`config.mk`:
```
export PLATFORM = sky130hd
export DESIGN_NAME = bet_trit_latch_writer
export DESIGN_NICKNAME = d
export VERILOG_FILES = /design/src/rtl/bet_pkg.sv /design/src/rtl/bet_trit_sanitize.sv /design/src/rtl/bet_trit_latch_writer.sv
export SDC_FILE = /design/constraint.sdc
export NUM_CORES = 1
export LEC_CHECK = 0
export ABC_AREA = 1
export CORE_UTILIZATION = 30
export DETAILED_ROUTE_END_ITERATION = 8
export PLACE_DENSITY = 0.59
export SLEW_MARGIN = 20
export SYNTH_ARGS = -nofsm -noshare
export SYNTH_HDL_FRONTEND = slang
export SYNTH_SLANG_ARGS = --single-unit
```
`constraint.sdc`:
```
create_clock -name clk -period 3.38 [get_ports clk]
set_clock_uncertainty 0.1 [all_clocks]
set_input_delay 0.676 -clock clk [delete_from_list [all_inputs] [get_ports clk]]
set_output_delay 0.676 -clock clk [all_outputs]
set_load 0.1 [all_outputs]
```
`src/rtl/bet_pkg.sv`:
```
// rtl/bet_pkg.sv - shared BET codes, legality helper and writer state enum
//
// Purpose: common definitions for the binary-encoded-ternary latch writer.
// Ports: none (package).

package bet_pkg;

    localparam logic [1:0] BET_NEG     = 2'b01;
    localparam logic [1:0] BET_ZERO    = 2'b11;
    localparam logic [1:0] BET_POS     = 2'b10;
    localparam logic [1:0] BET_ILLEGAL = 2'b00;

    typedef enum logic [1:0] {
        IDLE,
        SETUP,
        STROBE,
        HOLD
    } bet_wr_state_e;

    function automatic logic bet_is_legal(input logic [1:0] trit);
        return trit != BET_ILLEGAL;
    endfunction

endpackage

```
`src/rtl/bet_trit_sanitize.sv`:
```
// rtl/bet_trit_sanitize.sv - per-trit 00->11 substitution with legality flag
//
// Purpose: combinational cleanup of one BET trit so the illegal code never reaches the bus.
// Ports:
//   in_trit   in   2  raw BET trit
//   out_trit  out  2  in_trit, or BET_ZERO when in_trit is illegal
//   legal     out  1  1 when in_trit is a legal BET code

module bet_trit_sanitize
    import bet_pkg::*;
(
    input  logic [1:0] in_trit,
    output logic [1:0] out_trit,
    output logic       legal
);

    assign legal    = bet_is_legal(in_trit);
    assign out_trit = legal ? in_trit : BET_ZERO;

endmodule

```
`src/rtl/bet_trit_latch_writer.sv`:
```
// rtl/bet_trit_latch_writer.sv - serialises a BET word onto a 2-wire bus with a latch strobe
//
// Purpose: accept an NTRITS word on a valid/ready handshake and drive it one trit per frame
// (SETUP / STROBE / HOLD) onto out_trit with a level enable for TD-latch cells.
// Ports:
//   clk, rst      in   1         clock, synchronous active-high reset
//   in_valid      in   1         in_word is valid
//   in_ready      out  1         writer is idle and can accept a word
//   in_word       in   2*NTRITS  BET word, trit i = in_word[2i+1:2i]
//   out_trit      out  2         BET data to the latch (never 2'b00)
//   out_en        out  1         latch enable, transparent while high
//   out_idx       out  IDX_W     index of the trit on out_trit
//   busy          out  1         a word is being serialised
//   done          out  1         one-cycle pulse after the final HOLD
//   err_illegal   out  1         one-cycle pulse after accepting a word with an illegal trit

module bet_trit_latch_writer
    import bet_pkg::*;
#(
    parameter int NTRITS    = 4,
    parameter int SETUP_CYC = 1,
    parameter int EN_CYC    = 1,
    parameter int HOLD_CYC  = 1,
    localparam int IDX_W    = (NTRITS > 1) ? $clog2(NTRITS) : 1
) (
    input  logic                clk,
    input  logic                rst,
    input  logic                in_valid,
    output logic                in_ready,
    input  logic [2*NTRITS-1:0] in_word,
    output logic [1:0]          out_trit,
    output logic                out_en,
    output logic [IDX_W-1:0]    out_idx,
    output logic                busy,
    output logic                done,
    output logic                err_illegal
);

    localparam int PH_MAX = (SETUP_CYC > EN_CYC)
                          ? ((SETUP_CYC > HOLD_CYC) ? SETUP_CYC : HOLD_CYC)
                          : ((EN_CYC > HOLD_CYC) ? EN_CYC : HOLD_CYC);
    localparam int PH_W   = $clog2(PH_MAX + 1);

    localparam logic [PH_W-1:0]  SETUP_LAST = PH_W'(SETUP_CYC - 1);
    localparam logic [PH_W-1:0]  EN_LAST    = PH_W'(EN_CYC - 1);
    localparam logic [PH_W-1:0]  HOLD_LAST  = PH_W'(HOLD_CYC - 1);
    localparam logic [IDX_W-1:0] IDX_LAST   = IDX_W'(NTRITS - 1);

    logic [2*NTRITS-1:0] san_word;
    logic [NTRITS-1:0]   trit_legal;

    for (genvar g = 0; g < NTRITS; g++) begin : g_san
        bet_trit_sanitize u_san (
            .in_trit  (in_word[2*g +: 2]),
            .out_trit (san_word[2*g +: 2]),
            .legal    (trit_legal[g])
        );
    end

    bet_wr_state_e       state_q, state_d;
    logic [PH_W-1:0]     ph_q, ph_d;
    logic [IDX_W-1:0]    idx_q, idx_d;
    logic [2*NTRITS-1:0] shift_q, shift_d;
    logic [1:0]          trit_q, trit_d;
    logic                en_q, en_d;
    logic                busy_q, busy_d;
    logic                done_q, done_d;
    logic                err_q, err_d;

    always_comb begin
        state_d = state_q;
        ph_d    = ph_q;
        idx_d   = idx_q;
        shift_d = shift_q;
        trit_d  = trit_q;
        en_d    = en_q;
        busy_d  = busy_q;
        done_d  = 1'b0;
        err_d   = 1'b0;

        case (state_q)
            IDLE: begin
                trit_d = BET_ZERO;
                en_d   = 1'b0;
                busy_d = 1'b0;
                idx_d  = '0;
                ph_d   = '0;
                if (in_valid) begin
                    // Trit 0 goes straight onto the bus; the remainder waits in the shifter.
                    state_d = SETUP;
                    trit_d  = san_word[1:0];
                    shift_d = san_word >> 2;
                    err_d   = ~&trit_legal;
                    busy_d  = 1'b1;
                end
            end
            SETUP: begin
                if (ph_q == SETUP_LAST) begin
                    state_d = STROBE;
                    ph_d    = '0;
                    en_d    = 1'b1;
                end else begin
                    ph_d = ph_q + PH_W'(1);
                end
            end
            STROBE: begin
                if (ph_q == EN_LAST) begin
                    state_d = HOLD;
                    ph_d    = '0;
                    en_d    = 1'b0;
                end else begin
                    ph_d = ph_q + PH_W'(1);
                end
            end
            HOLD: begin
                if (ph_q == HOLD_LAST) begin
                    ph_d = '0;
                    if (idx_q == IDX_LAST) begin
                        state_d = IDLE;
                        trit_d  = BET_ZERO;
                        idx_d   = '0;
                        busy_d  = 1'b0;
                        done_d  = 1'b1;
                    end else begin
                        // Data only ever moves on SETUP entry, when out_en is already low.
                        state_d = SETUP;
                        trit_d  = shift_q[1:0];
                        shift_d = shift_q >> 2;
                        idx_d   = idx_q + IDX_W'(1);
                    end
                end else begin
                    ph_d = ph_q + PH_W'(1);
                end
            end
            default: state_d = IDLE;
        endcase
    end

    always_ff @(posedge clk) begin
        if (rst) begin
            state_q <= IDLE;
            ph_q    <= '0;
            idx_q   <= '0;
            shift_q <= '0;
            trit_q  <= BET_ZERO;
            en_q    <= 1'b0;
            busy_q  <= 1'b0;
            done_q  <= 1'b0;
            err_q   <= 1'b0;
        end else begin
            state_q <= state_d;
            ph_q    <= ph_d;
            idx_q   <= idx_d;
            shift_q <= shift_d;
            trit_q  <= trit_d;
            en_q    <= en_d;
            busy_q  <= busy_d;
            done_q  <= done_d;
            err_q   <= err_d;
        end
    end

    assign in_ready    = (state_q == IDLE);
    assign out_trit    = trit_q;
    assign out_en      = en_q;
    assign out_idx     = idx_q;
    assign busy        = busy_q;
    assign done        = done_q;
    assign err_illegal = err_q;

endmodule
```
==> impl_metrics.tcl <==
set metrics [dict create \
    cts_resized 0 \
    cp_top_family "flip-flops" \
    routed_wl_um 1790 \
    n_antenna_cell 0 \
    syn_avg_cell_area_um2 6.92 \
    clkLatencyLatePin_ps 290 \
    wl_per_cell_um 10.0 \
    cts_buffers 3 \
    r2r-end "shift_q[5]" \
    finalHoldViolations 0 \
    drive_above_1_share_pct 20.9 \
    grt_max_degree 13 \
    dp_cells 175 \
    fmax_ghz 0.469 \
    final_max_slew_viol_count 0 \
    initial_utilization_pct 31.8 \
    hold_class "flop to flop" \
    postCtsSetupRepairBufs 0 \
    grt_overflow 0 \
    tritoncts "done" \
    worstPathMaxFanout 6 \
    routabilityCongestion 0.827 \
    first_global_vias 724 \
    endpoint "in_ready" \
    cp_num_buf_inv 2 \
    cp-end-kind "primary output" \
    layout_worst_path_cycle_share_pct 63.0 \
    pre_cts_ws_ps 1300 \
    die_h_um 56.3 \
    grt_antenna_before_repair 0 \
    crit_path_start "state_q[0]" \
    grt_util_all_layers_pct 12.1 \
    dp_hpwl_um 1390 \
    drt_first_pass_iters 4 \
    ys_warn_count 0 \
    drt-initial-drc-count 11 \
    rrSetupSlack_ps 1670 \
    crit_chain "inv_1 > ha_1 > buf_4" \
    dieWidth_um 56.3 \
    setup_viol 0 \
    rows 19 \
    clk_path_buf_depth 2 \
    cpMaxStageDelayCell "dfxtp_1" \
    cts.clk_slew.worst_paths_ps 100 \
    ctsHoldBuffers 0 \
    cts_max_level 1 \
    rsz0062_at_grt "false" \
    ys_seq_area_share_pct 36.2 \
    num_vias 823 \
    dpl_cell_area_mm2 0.00107 \
    crit_type "flop to primary output" \
    final_nets 166 \
    ios 20 \
    synth_fp_nets 145 \
    path_depth 3 \
    cts_root_buffer "clkbuf_4" \
    io_buffers 19 \
    max-slew-margin-rel_pct 77.9 \
    rr_startpoint "state_q[0]" \
    status "completed" \
    ys_seq_elements 16 \
    max_stage_delay_ps 460 \
    setup_tns_ps 0 \
    drc 0 \
    timing.final.ws_setup_ps 1250 \
    syn_area_um2 886 \
    antenna_left 0 \
    cap_violations 0 \
    start_kind "flop" \
    cts.sinks 16 \
    syn_inst 128 \
    nFillCells 302 \
    dieArea_mm2 0.00317 \
    vias_per_cell 4.60 \
    cp.arrival_ps 1350 \
    area_delta_synth_final_pct 24.7 \
    grt_pass1_wl_um 3080 \
    ys_types 17 \
    reg2reg_depth 6 \
    tightestPinTransition_ps 331 \
    core_mm2 0.00278 \
    finalNonFillerCells 179 \
    worstPathRequired_ps 2600 \
    min_period_ps 2130 \
    final_area_mm2 0.00110 \
]
registers in the layout, indices dropped and copies added (netlist names):
name and flops:
busy 1, done 1, err_illegal 1, out_en 1, out_idx 2, out_trit 2
shift_q 6, state_q 2
Yosys cell counts, drive strengths merged:
cell / n / area, µm²
buf: 3 / 23.8
nand3: 5 / 30.0
inv: 21 / 78.8
nor2: 22 / 105
ha: 6 / 75.1
o21ai: 7 / 35.0
dfxtp: 16 / 320
o211ai: 1 / 7.51
nand2: 35 / 146
a21oi: 11 / 55.1
xor2: 1 / 8.76
worst register-to-register path, stage by stage, from the launching register on:
cell and delay (ps):
dfxtp_1 460, inv_1 90, ha_1 260, nand2_2 140
nand3_2 290, nor2_1 220, nor2_2 60
worst min-delay path by stage:
stage                      from           to  slack (ps)  cells past startpoint
CTS                        busy         busy         380                      2
detailed placement         busy         busy         360                      2
global route               busy         busy         410                      2
global placement    out_trit[1]  out_trit[1]         360                      2
finish                     busy         busy         370                      2
floorplan            shift_q[0]  out_trit[0]         370                      2
area by class of cell:
class	instances	area (µm²)	area share, %
multi-input combinational	88	463	41.9
clock buffer	4	36.3	3.28
tap	31	38.8	3.51
sequential	16	320	29.0
inverter	21	78.8	7.13
timing repair buffer	19	168	15.2
logic make-up (layout without fill, tap and decap cells):
| family | count (synthesis) | after routing | synth area share [%] |
|---|---|---|---|
| buf+inv | 24 | 44 | 11.6 |
| flops | 16 | 16 | 36.2 |
| simple gates | 62 | 62 | 31.8 |
| fa+ha+maj | 6 | 6 | 8.47 |
| xor+xnor | 1 | 1 | 0.989 |
| compound gates | 19 | 19 | 11.0 |
layer usage:
layer  vias up  track usage (%)  share of wire, %
li1        428                -                 -
met1       377             15.5                46
met2        16             19.9                47
met3         2             3.00               6.0
met4         0             4.18              0.56
met5         -                0                 0
metrics by stage:
step	util [%]	hold slack [ps]
after floorplan	-	369
after global placement	38.4	356
after detailed placement	38.4	358
after CTS	39.7	381
after global routing	39.7	407
final	39.7	374
layout by cell type, fill, tap and decap left out, drive strengths merged:
cell type      instances
inv                   21
ha                     6
o211ai                 1
o21ai                  7
dfxtp                 16
clkbuf                 4
nor2                  22
xor2                   1
clkdlybuf4s50         10
nand2                 35
a21oi                 11
nand3                  5
buf                    9
Power is not shown: default switching activity piles up to over one toggle a cycle in this logic, so the estimate is an artifact.
